===== src/rtl/multicycle_ctrl_pkg.sv =====
// Shared encodings for the multi-cycle MIPS sequencer: FSM states, opcode/funct
// constants, datapath select codes and the decoded instruction-class bundle.
package multicycle_ctrl_pkg;

  localparam int unsigned OP_W = 6;

  typedef enum logic [2:0] {
    S_IDLE = 3'd0,
    S_IF   = 3'd1,
    S_ID   = 3'd2,
    S_EX   = 3'd3,
    S_MEM  = 3'd4,
    S_WB   = 3'd5,
    S_TRAP = 3'd6
  } state_e;

  localparam logic [OP_W-1:0] OP_RTYPE = 6'b000000;
  localparam logic [OP_W-1:0] OP_J     = 6'b000010;
  localparam logic [OP_W-1:0] OP_JAL   = 6'b000011;
  localparam logic [OP_W-1:0] OP_BEQ   = 6'b000100;
  localparam logic [OP_W-1:0] OP_BNE   = 6'b000101;
  localparam logic [OP_W-1:0] OP_LW    = 6'b100011;
  localparam logic [OP_W-1:0] OP_SW    = 6'b101011;
  localparam logic [2:0]      OP_IFMT  = 3'b001;
  localparam logic [OP_W-1:0] FN_JR    = 6'b001000;

  localparam logic [1:0] PCSRC_ALU    = 2'b00;
  localparam logic [1:0] PCSRC_ALUOUT = 2'b01;
  localparam logic [1:0] PCSRC_JUMP   = 2'b10;
  localparam logic [1:0] PCSRC_RS     = 2'b11;

  localparam logic [1:0] RDST_RT = 2'b00;
  localparam logic [1:0] RDST_RD = 2'b01;
  localparam logic [1:0] RDST_RA = 2'b10;

  localparam logic [1:0] WB_ALUOUT = 2'b00;
  localparam logic [1:0] WB_MDR    = 2'b01;
  localparam logic [1:0] WB_PC     = 2'b10;

  localparam logic [1:0] ALUB_RT     = 2'b00;
  localparam logic [1:0] ALUB_FOUR   = 2'b01;
  localparam logic [1:0] ALUB_IMM    = 2'b10;
  localparam logic [1:0] ALUB_IMM_SH = 2'b11;

  localparam logic [1:0] ALUOP_ADD   = 2'b00;
  localparam logic [1:0] ALUOP_SUB   = 2'b01;
  localparam logic [1:0] ALUOP_FUNCT = 2'b10;

  typedef struct packed {
    logic is_r;
    logic is_jr;
    logic is_i;
    logic is_lw;
    logic is_sw;
    logic is_beq;
    logic is_bne;
    logic is_j;
    logic is_jal;
    logic is_shift;
    logic supported;
  } dec_t;

  // sll, srl, sra, sllv, srlv, srav
  function automatic logic is_shift_funct(input logic [OP_W-1:0] fn);
    return (fn[5:3] == 3'b000) && (fn[2:0] != 3'b001) && (fn[2:0] != 3'b101);
  endfunction

endpackage


===== src/rtl/mc_decode.sv =====
// Combinational instruction classifier; the FSM sees only these class bits.
module mc_decode
  import multicycle_ctrl_pkg::*;
(
  input  logic [OP_W-1:0] opcode_i,
  input  logic [OP_W-1:0] funct_i,
  output dec_t            dec_o
);

  logic r_op;
  logic jr;

  always_comb begin
    r_op  = (opcode_i == OP_RTYPE);
    jr    = r_op && (funct_i == FN_JR);
    dec_o = '0;
    dec_o.is_r     = r_op && !jr;
    dec_o.is_jr    = jr;
    dec_o.is_i     = (opcode_i[5:3] == OP_IFMT);
    dec_o.is_lw    = (opcode_i == OP_LW);
    dec_o.is_sw    = (opcode_i == OP_SW);
    dec_o.is_beq   = (opcode_i == OP_BEQ);
    dec_o.is_bne   = (opcode_i == OP_BNE);
    dec_o.is_j     = (opcode_i == OP_J);
    dec_o.is_jal   = (opcode_i == OP_JAL);
    dec_o.is_shift = r_op && !jr && is_shift_funct(funct_i);
    dec_o.supported = r_op || (opcode_i[5:3] == OP_IFMT) || (opcode_i == OP_LW) ||
                      (opcode_i == OP_SW) || (opcode_i == OP_BEQ) || (opcode_i == OP_BNE) ||
                      (opcode_i == OP_J) || (opcode_i == OP_JAL);
  end

endmodule


===== src/rtl/multicycle_ctrl.sv =====
// Multi-cycle IF/ID/EX/MEM/WB sequencer sharing one memory port via mem_ready,
// with an optional access timeout and sticky illegal/bus-error traps.
module multicycle_ctrl
  import multicycle_ctrl_pkg::*;
#(
  parameter int unsigned MEM_TIMEOUT = 0,
  parameter int unsigned TO_W        = 8
) (
  input  logic            clock,
  input  logic            reset,
  input  logic            run,
  input  logic [OP_W-1:0] opcode,
  input  logic [OP_W-1:0] funct,
  input  logic            mem_ready,
  output logic [2:0]      state,
  output logic            pc_write,
  output logic            pc_write_eq,
  output logic            pc_write_ne,
  output logic [1:0]      pc_src,
  output logic            ir_write,
  output logic            iord,
  output logic            mem_read,
  output logic            mem_write,
  output logic            reg_write,
  output logic [1:0]      reg_dst,
  output logic [1:0]      wb_sel,
  output logic            alu_src_a,
  output logic [1:0]      alu_src_b,
  output logic [1:0]      alu_op,
  output logic            sftmd,
  output logic            instr_retired,
  output logic            illegal_instr,
  output logic            bus_error
);

  localparam logic [TO_W-1:0] TO_LAST = TO_W'(MEM_TIMEOUT - 1);

  state_e          state_q, state_d;
  logic [TO_W-1:0] cnt_q, cnt_d;
  logic            illegal_q, illegal_d;
  logic            berr_q, berr_d;
  logic            done;
  logic            wait_mem;
  dec_t            dec;

  mc_decode u_decode (
    .opcode_i (opcode),
    .funct_i  (funct),
    .dec_o    (dec)
  );

  assign state         = state_q;
  assign illegal_instr = illegal_q;
  assign bus_error     = berr_q;

  always_comb begin
    state_d       = state_q;
    cnt_d         = cnt_q;
    illegal_d     = illegal_q;
    berr_d        = berr_q;
    done          = 1'b0;
    wait_mem      = 1'b0;
    pc_write      = 1'b0;
    pc_write_eq   = 1'b0;
    pc_write_ne   = 1'b0;
    pc_src        = PCSRC_ALU;
    ir_write      = 1'b0;
    iord          = 1'b0;
    mem_read      = 1'b0;
    mem_write     = 1'b0;
    reg_write     = 1'b0;
    reg_dst       = RDST_RT;
    wb_sel        = WB_ALUOUT;
    alu_src_a     = 1'b0;
    alu_src_b     = ALUB_RT;
    alu_op        = ALUOP_ADD;
    sftmd         = 1'b0;
    instr_retired = 1'b0;

    case (state_q)
      S_IDLE: if (run) state_d = S_IF;
      S_IF: begin
        mem_read = 1'b1;
        if (mem_ready) begin
          ir_write  = 1'b1;
          pc_write  = 1'b1;
          alu_src_b = ALUB_FOUR;
          state_d   = S_ID;
        end else begin
          wait_mem = 1'b1;
        end
      end
      S_ID: begin
        alu_src_b = ALUB_IMM_SH;
        if (dec.supported) begin
          state_d = S_EX;
        end else begin
          illegal_d = 1'b1;
          state_d   = S_TRAP;
        end
      end
      S_EX: begin
        if (dec.is_jr) begin
          pc_write = 1'b1;
          pc_src   = PCSRC_RS;
          done     = 1'b1;
        end else if (dec.is_r || dec.is_i) begin
          alu_src_a = 1'b1;
          alu_src_b = dec.is_r ? ALUB_RT : ALUB_IMM;
          alu_op    = ALUOP_FUNCT;
          sftmd     = dec.is_shift;
          state_d   = S_WB;
        end else if (dec.is_lw || dec.is_sw) begin
          alu_src_a = 1'b1;
          alu_src_b = ALUB_IMM;
          state_d   = S_MEM;
        end else if (dec.is_beq || dec.is_bne) begin
          alu_src_a   = 1'b1;
          alu_op      = ALUOP_SUB;
          pc_write_eq = dec.is_beq;
          pc_write_ne = dec.is_bne;
          pc_src      = PCSRC_ALUOUT;
          done        = 1'b1;
        end else if (dec.is_j || dec.is_jal) begin
          pc_write  = 1'b1;
          pc_src    = PCSRC_JUMP;
          reg_write = dec.is_jal;
          reg_dst   = dec.is_jal ? RDST_RA : RDST_RT;
          wb_sel    = dec.is_jal ? WB_PC : WB_ALUOUT;
          done      = 1'b1;
        end else begin
          // IR changed under us after ID; treat as illegal rather than guess
          illegal_d = 1'b1;
          state_d   = S_TRAP;
        end
      end
      S_MEM: begin
        iord      = 1'b1;
        mem_read  = dec.is_lw;
        mem_write = !dec.is_lw;
        if (mem_ready) begin
          if (dec.is_lw) state_d = S_WB;
          else           done    = 1'b1;
        end else begin
          wait_mem = 1'b1;
        end
      end
      S_WB: begin
        reg_write = 1'b1;
        reg_dst   = dec.is_r ? RDST_RD : RDST_RT;
        wb_sel    = dec.is_lw ? WB_MDR : WB_ALUOUT;
        done      = 1'b1;
      end
      S_TRAP: ;
      default: state_d = S_IDLE;
    endcase

    if (done) begin
      instr_retired = 1'b1;
      state_d       = run ? S_IF : S_IDLE;
    end

    // ready on the final allowed cycle wins over the timeout
    if ((MEM_TIMEOUT != 0) && wait_mem) begin
      if (cnt_q == TO_LAST) begin
        berr_d  = 1'b1;
        state_d = S_TRAP;
      end else begin
        cnt_d = cnt_q + TO_W'(1);
      end
    end

    if (state_d != state_q) cnt_d = '0;
  end

  always_ff @(posedge clock) begin
    if (reset) begin
      state_q   <= S_IDLE;
      cnt_q     <= '0;
      illegal_q <= 1'b0;
      berr_q    <= 1'b0;
    end else begin
      state_q   <= state_d;
      cnt_q     <= cnt_d;
      illegal_q <= illegal_d;
      berr_q    <= berr_d;
    end
  end

endmodule

===== config.mk =====
export PLATFORM = sky130hd
export DESIGN_NAME = multicycle_ctrl
export DESIGN_NICKNAME = d
export VERILOG_FILES = /design/src/rtl/multicycle_ctrl_pkg.sv /design/src/rtl/mc_decode.sv /design/src/rtl/multicycle_ctrl.sv
export SDC_FILE = /design/constraint.sdc
export NUM_CORES = 1
export LEC_CHECK = 0
export ABC_AREA = 1
export BUFFER_PORTS_ARGS = -buffer_cell sky130_fd_sc_hd__buf_2
export CORE_MARGIN = 2
export CORE_UTILIZATION = 46
export CTS_CLUSTER_DIAMETER = 80
export DETAILED_ROUTE_END_ITERATION = 7
export PLACE_DENSITY = 0.92
export SYNTH_ARGS = -nofsm -noshare
export SYNTH_HDL_FRONTEND = slang
export SYNTH_SLANG_ARGS = --single-unit

===== constraint.sdc =====
create_clock -name clock -period 3.5 [get_ports clock]
set_input_delay 0.875 -clock clock [delete_from_list [all_inputs] [get_ports clock]]
set_output_delay 0.875 -clock clock [all_outputs]
set_load 0.01 [all_outputs]

### Word-level counts from Yosys, hierarchy flattened

Cells that the tools add are included.

| storage, ports and cells | value |
|---|---|
| register bits after elaboration | 4 |
| bits of input ports | 16 |
| output and inout port bits | 26 |
| word-level logic and storage cells | 147 |

| operators by class | value |
|---|---|
| eq/ne operators | 30 |
| muxes and demuxes | 90 |
| reductions and logical operators | 25 |

Operators with widths:

| operator | number |
|---|---|
| 1-bit 2-to-1 mux | 51 |
| 2-bit 2-to-1 mux | 19 |
| 3-bit 2-to-1 mux | 11 |
| 3-bit != test (second input constant) | 6 |
| 3-bit one-hot mux with 6 select lines | 1 |
| 6-bit by 2-bit == test with 1-bit output (second input constant) | 2 |
| 6-bit by 3-bit == test with 1-bit output (second input constant) | 2 |
| 6-bit == test (second input constant) | 2 |
| 2-bit != test (second input constant) | 6 |
| 1-bit logical OR | 11 |
| 5-bit != test (second input constant) | 2 |
| 3-bit == test (second input constant) | 3 |
| 1-bit one-hot mux with 2 select lines | 4 |
| 2-bit one-hot mux with 2 select lines | 2 |
| 8-bit AND reduction | 1 |
| 7-bit AND reduction | 1 |
| 3-bit by 1-bit == test with 1-bit output (second input constant) | 2 |
| 3-bit by 2-bit == test with 1-bit output (second input constant) | 2 |
| 6-bit by 4-bit == test with 1-bit output (second input constant) | 1 |
| 3-bit zero test | 2 |
| 6-bit zero test | 1 |
| 2-bit one-hot mux with 3 select lines | 1 |
| 1-bit logical AND | 5 |
| 3-bit by 1-bit != test with 1-bit output (second input constant) | 1 |
| other kinds (5) | 6 |

### Logic depth before layout (Yosys ltp)

Gate-level depths: netlist of the first run.

| depth | value |
|---|---|
| depth in word-level cells | 11 |
| depth in mapped cells | 12 |
| gate-level depth less buffers | 12 |

### Cells and area by module

A second synthesis of the first run with hierarchy kept.

| unflattened totals | value |
|---|---|
| cell total of the unflattened synthesis | 140 |
| area, all modules | 765.7 sq um |

Modules (own cells, without submodules):

| module | instances | cells an instance | area each (sq um) | sequential area each (sq um) |
|---|---|---|---|---|
| multicycle_ctrl | 1 | 99 | 561.8 | 80.1 |
| mc_decode | 1 | 41 | 203.9 | 0.0 |

### Worst setup path after synthesis of the first run

OpenSTA, ideal clock, no wires.

| path | value |
|---|---|
| path kind | input port to output port |
| from | in funct[5] |
| to | out pc_write_eq |
| arrival | 1662 ps |
| setup slack | 963 ps |
| cell stages on the path | 7 |
| path buffers | 0 |
| path through | nor2_1 -> nand3_1 -> nand2_2 -> nand3_1 -> nor2_1 -> nand2_1 -> nor2_1 |

| between the ends | value |
|---|---|
| word-level cells in the longest chain between the ends | 8 |

RTL lines:

| what | RTL line | RTL |
|---|---|---|
| from (decl) | multicycle_ctrl.sv:13 | `input logic [OP_W-1:0] funct,` |
| 6-bit by 4-bit == test with 1-bit output * | mc_decode.sv:15 | `jr = r_op && (funct_i == FN_JR);` |
| 1-bit logical AND * | mc_decode.sv:15 |  |
| 1-bit zero test | mc_decode.sv:17 | `dec_o.is_r = r_op && !jr;` |
| 1-bit logical AND | mc_decode.sv:17 |  |
| 1-bit logical OR | multicycle_ctrl.sv:107 | `end else if (dec.is_r \|\| dec.is_i) begin` |
| 1-bit 2-to-1 mux | multicycle_ctrl.sv:107 |  |
| 1-bit 2-to-1 mux * | multicycle_ctrl.sv:103 | `if (dec.is_jr) begin` |
| 1-bit 2-to-1 mux * | multicycle_ctrl.sv:80 | `case (state_q)` |
| to (decl) | multicycle_ctrl.sv:17 | `output logic pc_write_eq,` |

Mark *: on every way between the ends. The rest lies on a longest branch, timed or not.

### Final worst setup path of the first run

| path | value |
|---|---|
| from | in opcode[3] |
| to | out pc_src[0] |

| between the ends | value |
|---|---|
| word-level cells in the longest chain between the ends | 8 |
| elaborated cells between the ends (all ways) | 17 |
| those cells by class | 5 x eq/ne; 5 x mux; 7 x reduce/logical |

RTL lines:

| what | RTL line | RTL |
|---|---|---|
| from (decl) | multicycle_ctrl.sv:12 | `input logic [OP_W-1:0] opcode,` |
| parallel branches: the longest is 6 deep, another holds 6-bit by 3-bit == test with 1-bit output | -- |  |
| 2-bit 2-to-1 mux * | multicycle_ctrl.sv:103 |  |
| 2-bit 2-to-1 mux * | multicycle_ctrl.sv:80 |  |
| to (decl) | multicycle_ctrl.sv:19 | `output logic [1:0] pc_src,` |

Mark *: on every way between the ends.

==> impl_metrics.toml, run 1 <==
[status]
status = "complete, no violations"

[setup_path]
worstPathArrival_ns = 1.94
crit_type = "input pin to output port"
rrSetupSlack_ns = 2.00
cp_data_required_time_ns = 2.62
r2r_end = "state[2]"
r2r-start = "state[2]"
critPathCaptureType = "output port"
reg2reg_depth = 9
cp_max_fo = 5
startpoint_type = "input pin"

[clock_network]
post_cts_resized = 0
cts.clk_slew.worst_paths_ns = 0.04
cts_inserted_buffers = 3
cts-htree-levels = 1
cts-root-buf = "clkbuf_4"
cts_tree = "built"
post_cts_buffers = 0
clock_path_buffers = 2
clk_latency_ns = 0.24
holdBufCountCts = 0
cts.sinks = 4

[timing]
clock.fmax_mhz = 356
fin_skew_ns = 0.00604
fin_ws_ns = 0.687
rsz0062_at_grt = "false"
timing.final.crit_share_pct = 80.4
setup_violations = 0
hold_viol = 0
tns_ns = 0
drv_slew = 0
min_period_ns = 2.81

[cells_and_area]
layout-drive-gt1-share_pct = 41.3
finalNetCount = 190
syn_to_final_growth_pct = 30.6
fillers = 149
n_antenna_cell = 0

[synthesis]
synth_seq_cells = 4
synth_area_leaders = "nand2_1 14%, nor2_1 12%, dfxtp_1 11%, inv_1 9.9%, nand3_2 6.9%"
synth_most_common_cell = "nand2_1"
yosysTopAreaCell = "nand2_1"
seq_area_frac_synth_pct = 11.1
postSynthAreaPerCell_um2 = 5.46
ys.flop_type = "dfxtp_1"
ys_top_cells_by_count = "26 x nand2_1, 23 x nor2_1, 19 x inv_1"
netlist.area_leader.share_pct = 13.5
synth-async-reset-ratio_pct = 0
synth_area_um2 = 721
synth-edff-count = 0
ys_types = 24
yosys_warnings = 0
synth_nets = 148
syn-instance-count = 132

[worst_hold_path]
min_path_cells = 2
hp-start = "illegal_instr"
min_to = "illegal_instr"
hp-class = "register to register"

[global_route]
grt_use_total_pct = 23.0
grt_pass1_wl_um = 3340
grt_pass1_vias = 830
grt_max_degree = 12
antenna_found_initial = 0
grt_overflow_total = 0

[detailed_routing]
antenna_left = 0
first_pass_iters = 4
vias_per_cell = 5.16
drt_iter0_drc = 31
remaining_drc_errors = 0
wl_per_cell_um = 10.7
drt_wl_total_um = 2020
vias = 971

[die]
dieArea_um2 = 1900
die_height_um = 43.6
ios = 42
start_util_pct = 48.4
rows = 14
core_area_um2 = 1490
die_w_um = 43.6

[placed_design]
port_buffers = 40
pre_cts_slack_ns = 0.689
place_congestion = 0.936
dpl.hpwl_um = 1650

[power_and_ir_drop]
ir_drop_mv = 0.329
p_leak_nw = 0.589
power.density_nw_per_um2 = 528

[flow_run]
drv_cap = 0
-- layout by cell type, fill, tap and decap left out, drive strengths merged --
cell | Yosys | layout
clkbuf | 0 | 3
nand4 | 2 | 2
nand3b | 1 | 1
inv | 25 | 25
dfxtp | 4 | 4
a311oi | 1 | 1
conb | 1 | 1
nor4 | 1 | 1
nor3 | 3 | 3
nor2 | 30 | 30
clkinv | 2 | 2
a21oi | 4 | 4
nand2 | 34 | 34
o21ai | 9 | 9
buf | 3 | 40
nand3 | 12 | 12
-- routing by layer --
metal | GRT usage, % | part of all wire (%)
met2 | 37.4 | 46
met5 | 0 | 0
met4 | 9.70 | 0.99
met1 | 27.5 | 42
met3 | 7.92 | 11
-- stage by stage --
stage	hold WS, ns	utilization [%]	cells	total power, W	cell area [um^2]
after floorplan	0.468	-	132	0.000339	721
after global placement	0.433	61.7	185	0.000425	918
after detailed placement	0.442	61.7	185	0.000435	918
after CTS	0.448	63.2	188	0.000495	941
after global routing	0.476	63.2	188	0.000549	941
final	0.443	63.2	188	0.000497	941
-- cell families (layout without fill, tap and decap cells) --
| logic type | Yosys count | in the layout | synth area share, % |
|---|---|---|---|
| simple gates | 83 | 83 | 60.2 |
| buf+inv | 30 | 70 | 17.9 |
| compound gates | 14 | 14 | 10.2 |
| flops | 4 | 4 | 11.1 |
| other cells | 1 | 1 | 0.520 |
-- layout make-up --
type	count	area (um^2)	area share, %
tap	16	20.0	2.13
timing repair buffer	40	200	21.3
sequential	4	80.1	8.51
multi-input combinational	98	512	54.4
clock buffer	3	22.5	2.39
inverter	27	106	11.3
-- how the worst max path moves through the flow --
stage	start	endpoint	slack [ns]	cells past startpoint
4_1_cts	opcode[4]	pc_src[0]	0.69	10
3_5_place_dp	opcode[4]	pc_src[0]	0.69	10
6_report	opcode[3]	pc_src[0]	0.69	10
3_3_place_gp	funct[5]	pc_write_eq	0.74	9
2_1_floorplan	funct[5]	pc_write_eq	0.96	7
5_1_grt	opcode[1]	alu_op[0]	0.56	10
-- critical path: stages --
cell     delay [ns]
buf_2          0.13
nor2_4         0.17
nand2_2        0.08
nor2_4         0.11
nand2_2        0.08
nand3_1        0.11
nor2_1         0.07
nand2_1        0.12
nand2_1        0.06
buf_2          0.13
-- sequential cells by signal, summed over array words and instances (netlist names) --
register       count
state              3
illegal_instr      1
-- power breakdown --
group          internal (W)  total (W)  switching, W
registers         0.0000636  0.0000985     0.0000350
logic              0.000128   0.000341      0.000213
clock network     0.0000383  0.0000574     0.0000190
(Power assumes the default switching activity.)
==> inputs of run 2 (changes only) <==
--- a/config.mk
+++ b/config.mk
@@ -5,13 +5,13 @@
 export SDC_FILE = /design/constraint.sdc
 export NUM_CORES = 1
 export LEC_CHECK = 0
-export ABC_AREA = 1
+export ABC_AREA = 0
 export BUFFER_PORTS_ARGS = -buffer_cell sky130_fd_sc_hd__buf_2
 export CORE_MARGIN = 2
-export CORE_UTILIZATION = 46
+export CORE_UTILIZATION = 39
 export CTS_CLUSTER_DIAMETER = 80
 export DETAILED_ROUTE_END_ITERATION = 7
-export PLACE_DENSITY = 0.92
+export PLACE_DENSITY = 0.83
 export SYNTH_ARGS = -nofsm -noshare
 export SYNTH_HDL_FRONTEND = slang
 export SYNTH_SLANG_ARGS = --single-unit
==> constraint.sdc (replaced) <==
create_clock -name clock -period 2.4 [get_ports clock]
set_input_delay 0.6 -clock clock [delete_from_list [all_inputs] [get_ports clock]]
set_output_delay 0.6 -clock clock [all_outputs]
set_load 0.01 [all_outputs]
==> run 2 against run 1 <==
Net effect:
- area after synthesis up 4.5%
- global-route usage decreased by 0.93 points
- via count increased by 5.4%
- count of clock-buffer cells in the layout is the same
- design area increased by 20%
- combinational power up 19%
- power up 20%
- routed wire length increased by 21%
- clock power grew 46%
==> impl_metrics.toml, run 2 <==
[die]
core_area_um2 = 1760
die_w_um = 47.9
die_height_um = 47.9
ios = 42
start_util_pct = 42.7
dieArea_um2 = 2300
rows = 15

[timing]
hold_viol = 0
setup_violations = 0
timing.final.crit_share_pct = 99.7
whs_ns = 0.458
fin_ws_ns = 0.00834
drv_slew = 0
clock.fmax_mhz = 418
rsz0062_at_grt = "true"
min_period_ns = 2.39
fin_skew_ns = 0.00936

[power_and_ir_drop]
p_sw_w = 0.000281
p_leak_nw = 0.515
seq_power_share_pct = 17.4
p_total_w = 0.000595
intPower_w = 0.000314
power.density_nw_per_um2 = 528
power.share.clock_pct = 14.1
ir_drop_mv = 0.284
pwr-share-comb_pct = 68.5
switching_share_pct = 47.2

[cells_and_area]
layout-drive-gt1-share_pct = 47.2
finalNetCount = 177
n_antenna_cell = 0
final_common_cell = "buf_2"
syn_to_final_growth_pct = 49.5
largest_register_ff_count = 3
mostFrequentLayoutCells = "38 x buf_2, 15 x buf_4, 12 x nand2_1, 9 x nor2_1, 8 x a21oi_1"
design_area_um2 = 1130

[setup_path]
cp_data_required_time_ns = 1.80
startpoint_type = "input pin"
critPathCaptureType = "output port"
r2r_end = "state[2]"
rrSetupSlack_ns = 0.67
crit_type = "input pin to output port"
cp_max_fo = 5
r2r-start = "state[2]"
worstPathArrival_ns = 1.79
reg2reg_depth = 6

[status]
status = "complete, no violations"

[synthesis]
postSynthAreaPerCell_um2 = 6.85
synth_area_leaders = "dfxtp_1 11%, nand2_1 6.0%, a21oi_1 5.3%, and2_1 5.0%, nor2_1 4.5%"
synth_most_common_cell = "nand2_1"
synth-async-reset-ratio_pct = 0
yosys_warnings = 0
yosysTopAreaCell = "dfxtp_1"
syn-instance-count = 110
synth_seq_cells = 4
synth_area_um2 = 753
netlist.area_leader.share_pct = 10.6
seq_area_frac_synth_pct = 10.6
ys_types = 47
synth_nets = 126
synth-edff-count = 0
ys_top_cells_by_count = "12 x nand2_1, 9 x nor2_1, 8 x a21oi_1"
ys.flop_type = "dfxtp_1"

[worst_hold_path]
hp-class = "register to register"
min_path_cells = 2
min_to = "illegal_instr"
hp-start = "illegal_instr"

[detailed_routing]
wl_per_cell_um = 13.2
remaining_drc_errors = 0
antenna_left = 0
first_pass_iters = 4
vias = 1023
drt_iter0_drc = 47
vias_per_cell = 5.56
drt_wl_total_um = 2430

[global_route]
antenna_found_initial = 0
grt_pass1_vias = 850
grt_max_degree = 19
grt_use_total_pct = 22.1
grt_pass1_wl_um = 3620
grt_overflow_total = 0

[placed_design]
pre_cts_slack_ns = -0.179
dpl.hpwl_um = 1940
port_buffers = 40
place_area_um2 = 1040
place_congestion = 0.856

[clock_network]
cts.clk_slew.worst_paths_ns = 0.03
cts_inserted_buffers = 3
clk_latency_ns = 0.24
clock_path_buffers = 2
holdBufCountCts = 0
cts.sinks = 4
cts-htree-levels = 1
cts_tree = "built"
cts-root-buf = "clkbuf_4"

[flow_run]
drv_cap = 0
[run 2: cell count changes after synthesis, sizes merged, moves of 4 or more]
cell	change
nand3	-9
a21oi	+5
and2	+6
nor2	-20
o21ai	-5
nand2	-22
inv	-19
nor2b	+5
buf	+4
[run 2: cells by family (layout without fill, tap and decap cells)]
logic type | after synthesis | after routing | share of synthesized area, %
simple gates | 54 | 54 | 41.2
compound gates | 35 | 35 | 36.0
buf+inv | 15 | 64 | 10.5
flops | 4 | 4 | 10.6
other cells | 1 | 1 | 0.498
xor+xnor | 1 | 1 | 1.16
[run 2: stage by stage]
| step | setup TNS (ns) | cells | utilization (%) |
|---|---|---|---|
| 5_1_grt | -0.338 | 184 | 63.8 |
| 4_1_cts | 0 | 183 | 61.6 |
| 2_1_floorplan | -0.00861 | 110 | - |
| 3_3_place_gp | -0.366 | 180 | 58.9 |
| 3_5_place_dp | -0.923 | 180 | 58.9 |
| 6_report | 0 | 184 | 63.8 |
[run 2: power by group through the flow]
stage,logic (W),registers [W],clock network (W)
floorplan,0.000264,0.000103,0
global placement,0.000381,0.000102,0
detailed placement,0.000386,0.000104,0
CTS,0.000391,0.000103,0.0000877
global route,0.000445,0.000105,0.0000914
finish,0.000407,0.000103,0.0000840
[run 2: area by class of cell]
cell class              instances  area, um^2
clock buffers                   3        22.5
fillers                       165         638
inverters                       6        22.5
multi-input cells              91         644
flip-flops and latches          4        80.1
well taps                      25        31.3
repair buffers                 55         325
[run 2: timing repair]
action | 4_1_cts | 5_1_grt
gates cloned | 0 | 0
pin swaps | 0 | 1
gates resized for setup | 4 | 9
buffers inserted | 0 | 1
setup endpoints to repair | 8 | 11
[run 2: worst max-delay path by stage]
stage | from | end | slack [ns] | depth (start not counted)
6_report | opcode[3] | instr_retired | 0.008 | 7
2_1_floorplan | funct[1] | pc_write_eq | -0.004 | 5
4_1_cts | funct[1] | pc_write_ne | 0.005 | 7
3_3_place_gp | funct[1] | pc_write_eq | -0.09 | 7
3_5_place_dp | funct[1] | pc_write_ne | -0.18 | 7
5_1_grt | funct[1] | pc_write_ne | -0.08 | 7
[run 2: routing by layer]
layer	global-route usage [%]	part of all wire (%)
met1	27.5	40
met3	3.02	7.7
met4	10.8	0.45
met5	0	0
met2	37.1	52
[run 2: critical path, cell delays in order]
cell	delay (ns)
buf_2	0.13
or2_1	0.26
buf_4	0.15
o21ai_0	0.19
nor2b_2	0.20
o22ai_2	0.10
buf_2	0.16
==> inputs of run 3 (changes only) <==
--- a/config.mk
+++ b/config.mk
@@ -6,11 +6,13 @@
 export NUM_CORES = 1
 export LEC_CHECK = 0
 export ABC_AREA = 0
+export ABC_CLOCK_PERIOD_IN_PS = 2400
 export BUFFER_PORTS_ARGS = -buffer_cell sky130_fd_sc_hd__buf_2
 export CORE_MARGIN = 2
 export CORE_UTILIZATION = 39
 export CTS_CLUSTER_DIAMETER = 80
 export DETAILED_ROUTE_END_ITERATION = 7
+export GPL_TIMING_DRIVEN = 0
 export PLACE_DENSITY = 0.83
 export SYNTH_ARGS = -nofsm -noshare
 export SYNTH_HDL_FRONTEND = slang
==> run 3 against run 2 <==
Net effect:
- sequential share of layout area down 0.49 points
- cell count up 1.6%
- register-to-register slack worse by 0.15 ns
- utilization up 4.8 points
- clock power down 2%
- clock skew down 0.0052 ns
- routed wire length up 11%
- fmax up 1.1%
- non-clock buffer count up 3
- largest cell class unchanged
==> impl_metrics.toml, run 3 (synthesis gave the netlist of run 2 again) <==
[power_and_ir_drop]
power.density_nw_per_um2 = 556
ir_drop_mv = 0.483
p_leak_nw = 0.540

[cells_and_area]
largest_register_ff_count = 3
mostFrequentLayoutCells = "33 x buf_2, 15 x buf_4, 11 x nand2_1, 9 x nor2_1, 7 x a21oi_1"
final_util_pct = 68.6
finalNetCount = 180
n_antenna_cell = 0
syn_to_final_growth_pct = 60.6
final_common_cell = "buf_2"
layout-drive-gt1-share_pct = 49.4

[timing]
drv_slew = 0
clock.fmax_mhz = 423
fin_skew_ns = 0.00415
min_period_ns = 2.37
hold_viol = 0
whs_ns = 0.465
fin_ws_ns = 0.0350
maxSlewHeadroom_pct = 66.0
tns_ns = 0
rsz0062_at_grt = "true"
tightestPinTransition_ns = 0.510
setup_violations = 0
timing.final.crit_share_pct = 98.5

[global_route]
grt_use_total_pct = 22.4
grtUsageMet2_pct = 40.5
grt_max_degree = 11
grt_util_met3_pct = 5.28
antenna_found_initial = 0
grt_pass1_vias = 886
grt_pass1_wl_um = 3680
grt_overflow_total = 0
grt_busiest_layer = "met2"
grt_util_met1_pct = 26.4

[detailed_routing]
drt_wl_total_um = 2710
antenna_left = 0
vias_per_cell = 5.89
remaining_drc_errors = 0
first_pass_iters = 4
wl_per_cell_um = 14.5
vias = 1101
drt_iter0_drc = 50

[die]
core_area_um2 = 1760
die_height_um = 47.9
dieArea_um2 = 2300
start_util_pct = 42.7
die_w_um = 47.9
rows = 15
ios = 42

[status]
status = "complete, no violations"

[setup_path]
cp_max_fo = 9
cp_data_required_time_ns = 1.80
critPathCaptureType = "output port"
worstPathArrival_ns = 1.77
crit_type = "register to output port"
cp_slowest_cell = "dfxtp_1"
path_common_cell = "and2_1"
worstPathCellList = "buf_4 > nor2b_4 > and2_1 > nand2_2 > nor4_4 > and2_1 > buf_2"
max_stage_delay_ns = 0.31
startpoint_type = "register"

[placed_design]
place_congestion = 0.891
pre_cts_slack_ns = -0.265
dpl.hpwl_um = 1880
port_buffers = 38

[clock_network]
cts_tree = "built"
cts.sinks = 4
cts_inserted_buffers = 3
clk_latency_ns = 0.23
cts-htree-levels = 1
clock_path_buffers = 2
cts-root-buf = "clkbuf_4"
cts.clk_slew.worst_paths_ns = 0.04

[worst_hold_path]
hp-class = "register to register"

[flow_run]
drv_cap = 0
==> run 3: metal layers <==
| layer | part of all wire [%] | vias to the layer above |
|---|---|---|
| met5 | 0 | - |
| met2 | 52 | 64 |
| li1 | - | 510 |
| met1 | 38 | 521 |
| met4 | 1.5 | 0 |
| met3 | 8.1 | 6 |
==> run 3: final timing paths <==
path,from,to,slack [ns],cells after the start
max,state[0],pc_write_eq,0.03,7
min,illegal_instr,illegal_instr,0.47,2
max reg2reg,state[0],state[1],0.52,7
min reg2reg,illegal_instr,illegal_instr,0.47,2
==> run 3: area by class of cell <==
type / instances / area [um^2]
buffer: 9 / 61.3
clock buffer: 3 / 22.5
fill: 164 / 554
inverter: 6 / 26.3
multi-input combinational: 91 / 684
sequential: 4 / 80.1
tap: 25 / 31.3
timing repair buffer: 49 / 304
==> run 3: stage by stage <==
| step | total power [W] | cells | instance area (um^2) |
|---|---|---|---|
| 2_1_floorplan | 0.000366 | 110 | 759 |
| 3_3_place_gp | 0.000475 | 173 | 981 |
| 3_5_place_dp | 0.000486 | 173 | 981 |
| 4_1_cts | 0.000594 | 176 | 1070 |
| 5_1_grt | 0.000726 | 187 | 1210 |
| 6_report | 0.000673 | 187 | 1210 |
==> run 3: worst max-delay path, delay by kind of cell (launching register included) <==
family / cells / cell delay (ns)
DFF: 1 / 0.31
and+or+nand+nor: 5 / 0.94
buffers and inverters: 2 / 0.28
==> run 3: power breakdown <==
group	switching [W]	internal (W)
logic	0.000278	0.000221
clock network	0.0000263	0.0000558
registers	0.00000712	0.0000850
==> run 3: what timing repair did <==
action	in CTS	in global routing
endpoints found under the hold margin	0	0
setup endpoints to repair	9	9
pin swaps	5	9
gates cloned	0	0
resized for setup	14	16
hold buffers	0	0
setup buffers	0	11
